**src/rtl/uart_rx_os.sv**
```systemverilog
// 16x-oversampling UART receiver for 8N1 / 8E1 / 8O1 frames.
// Output is a one-entry valid/ready holding register.
module uart_rx_os #(
   parameter int unsigned OS_DIV     = 27,
   parameter bit          PARITY_EN  = 1'b1,
   parameter bit          PARITY_ODD = 1'b0
) (
   input  logic       CLK,
   input  logic       RST,
   input  logic       RX_in,
   input  logic       RX_ready,
   output logic [7:0] RX_out,
   output logic       RX_valid,
   output logic       parity_error,
   output logic       stop_error,
   output logic       overrun,
   output logic       RX_busy
);

   localparam logic [15:0] DIV_LAST = 16'(OS_DIV - 1);

   typedef enum logic [2:0] {IDLE, START, DATA, PARITY, STOP} state_t;

   state_t      state_q, state_d;
   logic        sync1_q, sync2_q, sync3_q;
   logic [15:0] div_q, div_d;
   logic [3:0]  s_q, s_d;
   logic [2:0]  bit_q, bit_d;
   logic [7:0]  shreg_q, shreg_d;
   logic        samp7_q, samp7_d, samp8_q, samp8_d;
   logic        par_q, par_d;
   logic [7:0]  out_q, out_d;
   logic        valid_q, valid_d;
   logic        perr_q, perr_d;
   logic        serr_q, serr_d;
   logic        ovr_q, ovr_d;

   logic fall, tick, maj, mid, last, done, handshake;

   assign fall      = sync3_q & ~sync2_q;
   assign tick      = (div_q == DIV_LAST);
   assign maj       = (samp7_q & samp8_q) | (samp7_q & sync2_q) | (samp8_q & sync2_q);
   assign mid       = tick && (s_q == 4'd9);
   assign last      = tick && (s_q == 4'd15);
   assign handshake = valid_q && RX_ready;

   always_ff @(posedge CLK or negedge RST) begin
      if (!RST) begin
         sync1_q <= 1'b1;
         sync2_q <= 1'b1;
         sync3_q <= 1'b1;
         state_q <= IDLE;
         div_q   <= '0;
         s_q     <= '0;
         bit_q   <= '0;
         shreg_q <= '0;
         samp7_q <= 1'b1;
         samp8_q <= 1'b1;
         par_q   <= 1'b0;
         out_q   <= '0;
         valid_q <= 1'b0;
         perr_q  <= 1'b0;
         serr_q  <= 1'b0;
         ovr_q   <= 1'b0;
      end else begin
         sync1_q <= RX_in;
         sync2_q <= sync1_q;
         sync3_q <= sync2_q;
         state_q <= state_d;
         div_q   <= div_d;
         s_q     <= s_d;
         bit_q   <= bit_d;
         shreg_q <= shreg_d;
         samp7_q <= samp7_d;
         samp8_q <= samp8_d;
         par_q   <= par_d;
         out_q   <= out_d;
         valid_q <= valid_d;
         perr_q  <= perr_d;
         serr_q  <= serr_d;
         ovr_q   <= ovr_d;
      end
   end

   always_comb begin
      state_d = state_q;
      div_d   = tick ? '0 : div_q + 16'd1;
      s_d     = s_q;
      bit_d   = bit_q;
      shreg_d = shreg_q;
      samp7_d = samp7_q;
      samp8_d = samp8_q;
      par_d   = par_q;
      done    = 1'b0;

      if (tick && state_q != IDLE) s_d = s_q + 4'd1;
      if (tick && s_q == 4'd7) samp7_d = sync2_q;
      if (tick && s_q == 4'd8) samp8_d = sync2_q;

      case (state_q)
         IDLE: begin
            // Divider restarts on the edge so ticks stay phase-locked to the frame.
            if (fall) begin
               state_d = START;
               div_d   = '0;
               s_d     = '0;
               bit_d   = '0;
            end
         end
         START: begin
            if (mid && maj)  state_d = IDLE;
            else if (last)   state_d = DATA;
         end
         DATA: begin
            if (mid) shreg_d = {maj, shreg_q[7:1]};
            if (last) begin
               if (bit_q == 3'd7) state_d = PARITY_EN ? PARITY : STOP;
               else               bit_d   = bit_q + 3'd1;
            end
         end
         PARITY: begin
            if (mid)  par_d   = maj;
            if (last) state_d = STOP;
         end
         STOP: begin
            // Leave at the mid-bit decision so a back-to-back start edge is seen.
            if (mid) begin
               done    = 1'b1;
               state_d = IDLE;
            end
         end
         default: state_d = IDLE;
      endcase
   end

   always_comb begin
      out_d   = out_q;
      valid_d = valid_q;
      perr_d  = perr_q;
      serr_d  = serr_q;
      ovr_d   = ovr_q;
      if (handshake) begin
         valid_d = 1'b0;
         perr_d  = 1'b0;
         serr_d  = 1'b0;
         ovr_d   = 1'b0;
      end
      if (done) begin
         if (!valid_q || handshake) begin
            out_d   = shreg_q;
            perr_d  = PARITY_EN ? (^shreg_q ^ par_q ^ PARITY_ODD) : 1'b0;
            serr_d  = ~maj;
            valid_d = 1'b1;
         end else begin
            ovr_d = 1'b1;
         end
      end
   end

   assign RX_out       = out_q;
   assign RX_valid     = valid_q;
   assign parity_error = perr_q;
   assign stop_error   = serr_q;
   assign overrun      = ovr_q;
   assign RX_busy      = (state_q != IDLE);

endmodule

```
**config.mk**
```make
export PLATFORM = sky130hd
export DESIGN_NAME = uart_rx_os
export DESIGN_NICKNAME = d
export VERILOG_FILES = /design/src/rtl/uart_rx_os.sv
export SDC_FILE = /design/constraint.sdc
export NUM_CORES = 1
export LEC_CHECK = 0
export CORE_ASPECT_RATIO = 0.8
export CORE_MARGIN = 4
export CORE_UTILIZATION = 25
export DETAILED_ROUTE_END_ITERATION = 10
export SLEW_MARGIN = 25
export SYNTH_ARGS = -nofsm -noshare
export SYNTH_HDL_FRONTEND = slang
export SYNTH_SLANG_ARGS = --single-unit
```
**constraint.sdc**
```tcl
create_clock -name CLK -period 3.38 [get_ports CLK]
set_input_delay 0.676 -clock CLK [delete_from_list [all_inputs] [get_ports CLK]]
set_output_delay 0.676 -clock CLK [all_outputs]
set_load 0.005 [all_outputs]
```
==> flow_summary.ini, run 1 <==
[status]
outcome = finished, final reports clean

[placed_design]
place.port_buffers = 16
hpwl_mm = 3.35
place_area_sq_um = 2880
gp_congestion = 0.759
dp_worst_setup_slack_ns = 1.02

[floorplan]
die_h_um = 98.4
dieWidth_um = 121
ios = 17
core-area_sq_um = 9810
core.rowCount = 32
initial_utilization_pct = 26.0
fp.dieArea_sq_um = 11900

[worst_setup_path]
slowest_stage = clkdlybuf4s50_1
crit_fanout = 7
regToRegSetupSlack_ns = 1.07
worstSetupEndpointType = output pin
critPathRequiredTime_ns = 2.70
r2r-end = RX_out[5]
critPathLaunchType = flop
reg2reg_depth = 6
critPathLaunch = state_q[2]
critPathCapture = RX_busy
cpPeakStageDelay_ns = 0.49
cp_cell_sequence = nor3_2, inv_1, clkdlybuf4s50_1
crit_type = reg2out
crit_arrival_ns = 1.67
reg2reg_from = div_q[0]

[power_and_ir_drop]
power_mw = 1.50
ir_drop_v = 0.000215
leakagePower_nw = 1.27
power.density_nw_per_um2 = 492

[sta]
max_freq_mhz = 426
fin_crit_ns = 2.35
setup_viol = 0
min_period_over_period_pct = 69.5
tns_ns = 0
hold_viol = 0
slew_viol_final = 0
fin_ws_ns = 1.03
finClkSkew_ns = 0.00920
tightest_slew_ns = 0.846
rsz0062_at_grt = false
slew_headroom_pct = 43.6

[synthesis]
synthTopCellsByArea = dfrtp_1 46%, mux2_2 8.4%, dfstp_2 5.1%
yosysMostFrequentCell = dfrtp_1
seq_area_frac_synth_pct = 51.2
avgSynthCellArea_sq_um = 11.3
synth_seq_cells = 52
synth_edf_count = 0
ys_types = 45
synth_common_cells = 47 x dfrtp_1, 26 x nor2_1, 19 x mux2_2
synth_top_cell_area_share_pct = 46.1
netlist_area_sq_um = 2550
syn_nets = 236
synthCells = 225
synth_warnings = 0
yosys.area.top_type = dfrtp_1
ys.flop_type = dfrtp_1
synthArstFlopShare_pct = 100

[clocking]
cts_hold_buffers = 0
postCtsSetupRepairBufs = 0
cts_buffer_depth = 2
cts_max_level = 2
clock-sinks = 52
clkSlewWorstSetupHoldPaths_ns = 0.07
ctsResizeCount = 0
cts-root-buf = clkbuf_16
cts_tree = done
clkLatencyLatePin_ns = 0.29
numCtsBuffers = 5

[global_routing]
overflow = 0
grt_max_degree = 39
grt_pass1_wl_mm = 8.27
grt_pass1_vias = 1705
grt_usage_pct = 8.56
antenna_found_initial = 0

[cells_and_area]
multi_input_area_sq_um = 1200
area_delta_synth_final_pct = 19.4
stdcell_area_sq_um = 3050
seqCellArea_sq_um = 1310
diodes = 0
fin_nets = 258
drive_gt1_share_pct = 19.0
fillCellCount = 977
postLayoutCoreUtil_pct = 31.1

[drt]
vias = 1656
ant_nets = 0
drtIter0Drc = 49
firstDrtPassIters = 4
wl_per_cell_um = 12.3
viasPerCell = 4.31
wl_mm = 4.71
drc_errors = 0

[run]
drv_cap = 0

[worst_hold_path]
hp-class = reg2reg
## per-stage QoR
| step | hold WS, ns | cells |
|---|---|---|
| after detailed placement | 0.347 | 376 |
| after global routing | 0.365 | 384 |
| after floorplan | 0.345 | 225 |
| after CTS | 0.358 | 384 |
| final | 0.358 | 384 |
| after global placement | 0.346 | 376 |
## worst min-delay path by stage
stage,startpoint,to,cells after the start
2_1_floorplan,sync1_q,sync2_q,0
3_3_place_gp,sync1_q,sync2_q,0
3_5_place_dp,sync1_q,sync2_q,0
4_1_cts,sync1_q,sync2_q,0
5_1_grt,sync1_q,sync2_q,0
6_report,sync1_q,sync2_q,0
## sequential cells by signal, indices dropped and copies added, names as in the netlist
signal        flops
overrun           1
parity_error      1
div_q            16
par_q             1
RX_valid          1
shreg_q           8
stop_error        1
sync2_q           1
bit_q             3
samp7_q           1
state_q           3
sync1_q           1
s_q               4
samp8_q           1
sync3_q           1
RX_out            8
## critical path, delay by kind of cell (launching register included)
family,cells,cell delay [ns]
buf+inv,2,0.63
flops,1,0.46
simple gates,1,0.30
## cell type report
type | count | share of cell area (%)
inverter | 8 | 0.985
timing repair buffer | 18 | 5.58
clock buffer | 6 | 4.23
tap | 136 | 5.58
multi-input combinational | 162 | 39.4
sequential | 52 | 42.9
clock inverter | 2 | 1.27
## where the power goes
| part | internal [mW] | switching [mW] | leakage [nW] |
|---|---|---|---|
| Combinational | 0.0847 | 0.0992 | 0.514 |
| Sequential | 0.669 | 0.0623 | 0.679 |
| Clock | 0.353 | 0.233 | 0.0815 |
| Total | 1.11 | 0.395 | 1.27 |
## placed cells by master (no fill, tap or decap), types with 2 or more instances in the layout
cell,instances
a211oi_1,2
a21oi_1,7
a22oi_1,2
a32oi_1,2
buf_4,2
clkbuf_16,5
clkdlybuf4s50_1,15
dfrtp_1,47
dfstp_2,5
ha_1,7
inv_1,8
mux2_2,19
mux2i_1,3
nand2_1,13
nand2b_1,3
nand3_1,10
nand4_1,2
nor2_1,26
nor2b_1,2
nor3_1,7
nor3_2,2
nor4_4,2
o21a_1,2
o21ai_0,9
or2_2,2
or3_1,2
xnor2_1,15
xor2_1,6
## cells by family (layout without fill, tap and decap cells)
group / Yosys count / in the layout / share of synthesized area, %
buffers and inverters: 11 / 34 / 1.71
AND/OR/NAND/NOR: 83 / 83 / 19.1
AO/OA/AOI/OAI: 28 / 28 / 6.91
flip-flops: 52 / 52 / 51.2
adder cells (fa/ha/maj): 7 / 7 / 3.43
multiplexers: 22 / 22 / 9.55
XOR/XNOR: 22 / 22 / 8.08
## layer usage
| layer | vias up | wire length [um] | track usage [%] |
|---|---|---|---|
| met5 | - | 0 | 0 |
| met4 | 0 | 46 | 2.53 |
| met3 | 5 | 190 | 2.66 |
| met2 | 21 | 1990 | 12.5 |
| met1 | 801 | 2480 | 12.1 |
| li1 | 829 | - | - |
No activity file was read; power rests on OpenSTA's default activity.
==> run 2: changes to the inputs <==
- clock period: 3.38 -> 2.4 ns (I/O delays scaled with it)
==> run 2 against run 1 <==
  * Final area unchanged
  * Non-clock buffer count up 2
  * Die area unchanged
  * Via count up 3.0%
  * Register-to-register slack worse by 0.89 ns
  * Clock skew about the same
  * First-iteration DRC count up 41%
  * Sequential share of layout area unchanged
  * Total power up 35%
  * Sequential cell count unchanged
  * Setup slack worse by 0.85 ns
  * Critical path type is now reg2reg
==> flow_summary.ini, run 2 (synthesis results as in run 1) <==
[clocking]
numCtsBuffers = 5
postCtsSetupRepairBufs = 0
cts_tree = done
ctsResizeCount = 0
cts_max_level = 2
clkSlewWorstSetupHoldPaths_ns = 0.07
cts-root-buf = clkbuf_16
clock-sinks = 52
clkLatencyLatePin_ns = 0.29
cts_hold_buffers = 0
cts_buffer_depth = 2

[run]
drv_cap = 0

[drt]
vias = 1706
ant_nets = 0
drtIter0Drc = 69
firstDrtPassIters = 4
viasPerCell = 4.42
wl_mm = 4.65
drc_errors = 0
wl_per_cell_um = 12.0

[placed_design]
dp.cells = 378
hpwl_mm = 3.41
gp_congestion = 0.801
place.port_buffers = 16
place_area_sq_um = 2900

[worst_setup_path]
reg2reg_depth = 7
crit_type = reg2reg
crit_fanout = 8
worstSetupEndpointType = flop
regToRegSetupSlack_ns = 0.18
cp_cell_sequence = inv_1, ha_1, nor4b_4, and4_2, nand2_1, nor2_2, mux2_2
cpPeakStageDelay_ns = 0.42
path_delay_family = simple AND/OR/NAND/NOR gates
critPathLaunchType = flop
crit_buf_inv = 1
r2r-end = shreg_q[4]
critPathRequiredTime_ns = 2.57
crit_arrival_ns = 2.39
reg2reg_from = div_q[0]
slowest_stage = dfrtp_1

[cells_and_area]
stdcell_count = 386
fin_nets = 260
multi_input_area_sq_um = 1200
final_cell_mix = 47 x dfrtp_1, 26 x nor2_1, 19 x mux2_2
seqCellArea_sq_um = 1310
postLayoutCoreUtil_pct = 31.1
largest_reg_flops = 16
mostFrequentLayoutCell = dfrtp_1
fillCellCount = 976
stdcell_area_sq_um = 3050
drive_gt1_share_pct = 20.0
diodes = 0
area_delta_synth_final_pct = 19.4
top_register = div_q

[global_routing]
grt_pass1_wl_mm = 8.18
use_met2_pct = 11.2
overflow = 0
antenna_found_initial = 0
grt_pass1_vias = 1678
grt_usage_pct = 8.51
grt_util_met1_pct = 13.0
top_usage_layer = met1
globalRouteMet3Util_pct = 2.55
grt_max_degree = 22

[power_and_ir_drop]
pwr-share-seq_pct = 50.7
leakagePower_nw = 1.27
switching_power_mw = 0.571
p_int_mw = 1.46
combPwrFrac_pct = 12.9
power.density_nw_per_um2 = 665
pwr-share-clk_pct = 36.4
ir_drop_v = 0.000300
swShare_pct = 28.2

[sta]
fin_crit_ns = 2.22
hold_viol = 0
slew_viol_final = 0
finClkSkew_ns = 0.00931
tightest_slew_ns = 0.571
rsz0062_at_grt = false
slew_headroom_pct = 61.8
setup_viol = 0
tns_ns = 0
hold_ws_ns = 0.101
max_freq_mhz = 451
min_period_over_period_pct = 92.3

[worst_hold_path]
hp-class = in2async

[floorplan]
core-area_sq_um = 9810
die_h_um = 98.4
core.rowCount = 32
initial_utilization_pct = 26.0
dieWidth_um = 121
fp.dieArea_sq_um = 11900
ios = 17

[status]
outcome = finished, final reports clean
[run 2: cell types whose count changed in the layout (fill, tap and decap cells not counted), sizes merged]
cell / delta
clkinvlp: +1
bufinv: -1
clkinv: +1
buf: +2
clkbuf: -1
[run 2: cell type report]
cell class,instances,share of cell area (%)
clock buffer,5,4.11
clock inverter,3,0.903
inverter,8,0.985
multi-input combinational,162,39.4
sequential,52,42.9
tap,136,5.58
timing repair buffer,20,6.08
[run 2: per-layer routing]
metal	share of wire (%)	up-vias
met4	1.2	0
met1	53	828
met3	4.6	8
met2	41	29
met5	0	-
li1	-	841
[run 2: worst register-to-register path, cell delays in order (launching register included)]
cell and delay, ns:
dfrtp_1 0.42, inv_1 0.07, ha_1 0.15, nor4b_4 0.26
and4_2 0.32, nand2_1 0.12, nor2_2 0.37, mux2_2 0.39
[run 2: how the worst max path moves through the flow]
stage | startpoint | to | depth (start not counted)
CTS | div_q[0] | shreg_q[4] | 7
finish | div_q[0] | shreg_q[4] | 7
global route | div_q[0] | shreg_q[5] | 7
global placement | div_q[0] | shreg_q[0] | 7
detailed placement | div_q[0] | shreg_q[1] | 7
floorplan | div_q[0] | RX_out[0] | 6
[run 2: power by group through the flow]
stage / clock network, mW / registers (mW) / logic [mW]
after floorplan: 0 / 1.01 / 0.213
after global placement: 0 / 1.04 / 0.259
after detailed placement: 0 / 1.04 / 0.265
after CTS: 0.762 / 1.03 / 0.265
after global routing: 0.802 / 1.04 / 0.297
final: 0.737 / 1.03 / 0.261
[run 2: per-stage QoR]
stage	setup WS [ns]	power, mW
after floorplan	0.374	1.22
after global placement	0.281	1.30
after detailed placement	0.188	1.31
after CTS	0.176	2.05
after global routing	0.0388	2.14
final	0.184	2.03
==> run 3: changes to the inputs <==
- CORE_ASPECT_RATIO: 0.8 -> 1.75
==> run 3 against run 2 <==
  * Utilization down 0.55 points
  * Combinational power up 2%
  * Worst hold slack worse by 0.010 ns
  * Largest power group unchanged
  * Clock power down 5.2%
  * Routed wire length up 0.71%
==> flow_summary.ini, run 3 (synthesis results as in run 1) <==
[floorplan]
die_h_um = 142
initial_utilization_pct = 25.8
core.rowCount = 48
dieWidth_um = 84.4
fp.dieArea_sq_um = 12000
ios = 17
core-area_sq_um = 9910

[sta]
setup_viol = 0
rsz0062_at_grt = false
min_period_over_period_pct = 92.0
fin_crit_ns = 2.21
max_freq_mhz = 453
tns_ns = 0
finClkSkew_ns = 0.0110
slew_headroom_pct = 69.7
hold_viol = 0
slew_viol_final = 0
hold_ws_ns = 0.0911
tightest_slew_ns = 0.450

[cells_and_area]
stdcell_area_sq_um = 3020
fin_nets = 260
largest_reg_flops = 16
area_delta_synth_final_pct = 18.4
mostFrequentLayoutCell = dfrtp_1
final_cell_mix = 47 x dfrtp_1, 26 x nor2_1, 19 x mux2_2
drive_gt1_share_pct = 19.6
diodes = 0
postLayoutCoreUtil_pct = 30.5
top_register = div_q

[clocking]
numCtsBuffers = 5
postCtsSetupRepairBufs = 0
clock-sinks = 52
ctsResizeCount = 0
cts_max_level = 2
clkLatencyLatePin_ns = 0.29
clkSlewWorstSetupHoldPaths_ns = 0.07
cts_hold_buffers = 0
cts_tree = done
cts-root-buf = clkbuf_16
cts_buffer_depth = 2

[global_routing]
antenna_found_initial = 0
grt_pass1_vias = 1690
overflow = 0
grt_pass1_wl_mm = 8.09
grt_max_degree = 22
grt_usage_pct = 8.51

[placed_design]
place_area_sq_um = 2880
place.port_buffers = 16
gp_congestion = 0.807
hpwl_mm = 3.53

[power_and_ir_drop]
power.density_nw_per_um2 = 658
leakagePower_nw = 1.27
ir_drop_v = 0.000327
power_mw = 1.99

[drt]
firstDrtPassIters = 4
drc_errors = 0
viasPerCell = 4.49
wl_per_cell_um = 12.5
drtIter0Drc = 92
ant_nets = 0
vias = 1684
wl_mm = 4.68

[worst_setup_path]
crit_arrival_ns = 1.73
critPathLaunch = state_q[2]
critPathRequiredTime_ns = 1.92
worstSetupEndpointType = output pin
reg2reg_from = div_q[0]
crit_type = reg2out
crit_fanout = 7
critPathLaunchType = flop

[status]
outcome = finished, final reports clean

[run]
drv_cap = 0

[worst_hold_path]
hp-class = in2async
[run 3: per-layer routing]
metal / vias to the layer above / routed length, um / track usage (%)
li1: 830 / - / -
met1: 832 / 1870 / 8.79
met2: 13 / 2590 / 15.6
met3: 9 / 63 / 1.57
met4: 0 / 155 / 5.34
met5: - / 0 / 0
[run 3: critical path: stages (launching register included)]
cell and delay [ns]:
dfrtp_1 0.46, nor3_2 0.32, inv_1 0.16, clkdlybuf4s50_1 0.49
[run 3: where the power goes]
| group | switching (mW) | total, mW | leakage [nW] | internal [mW] |
|---|---|---|---|---|
| Sequential | 0.0834 | 1.03 | 0.679 | 0.942 |
| Clock | 0.310 | 0.699 | 0.0712 | 0.389 |
| Combinational | 0.143 | 0.265 | 0.524 | 0.122 |
| Total | 0.536 | 1.99 | 1.27 | 1.45 |
[run 3: layout make-up]
cell class                 instances  area [sq um]
clock buffer                       6           129
clock inverter                     2          13.8
fill                            1004          6890
inverter                           8          30.0
multi-input combinational        162          1200
sequential                        52          1310
tap                              125           156
timing repair buffer              20           185
[run 3: worst paths after layout]
check,endpoint,slack [ns],cells after the start
max,RX_busy,0.19,3
min,overrun,0.09,1
max reg2reg,shreg_q[7],0.24,7
min reg2reg,sync2_q,0.36,0
max in group asynchronous,sync3_q,1.64,2
min in group CLK,sync2_q,0.36,0
[run 3: per-stage QoR]
stage | setup slack [ns] | cells
floorplan | 0.374 | 225
global placement | 0.277 | 367
detailed placement | 0.241 | 367
CTS | 0.193 | 375
global route | 0.104 | 375
finish | 0.193 | 375
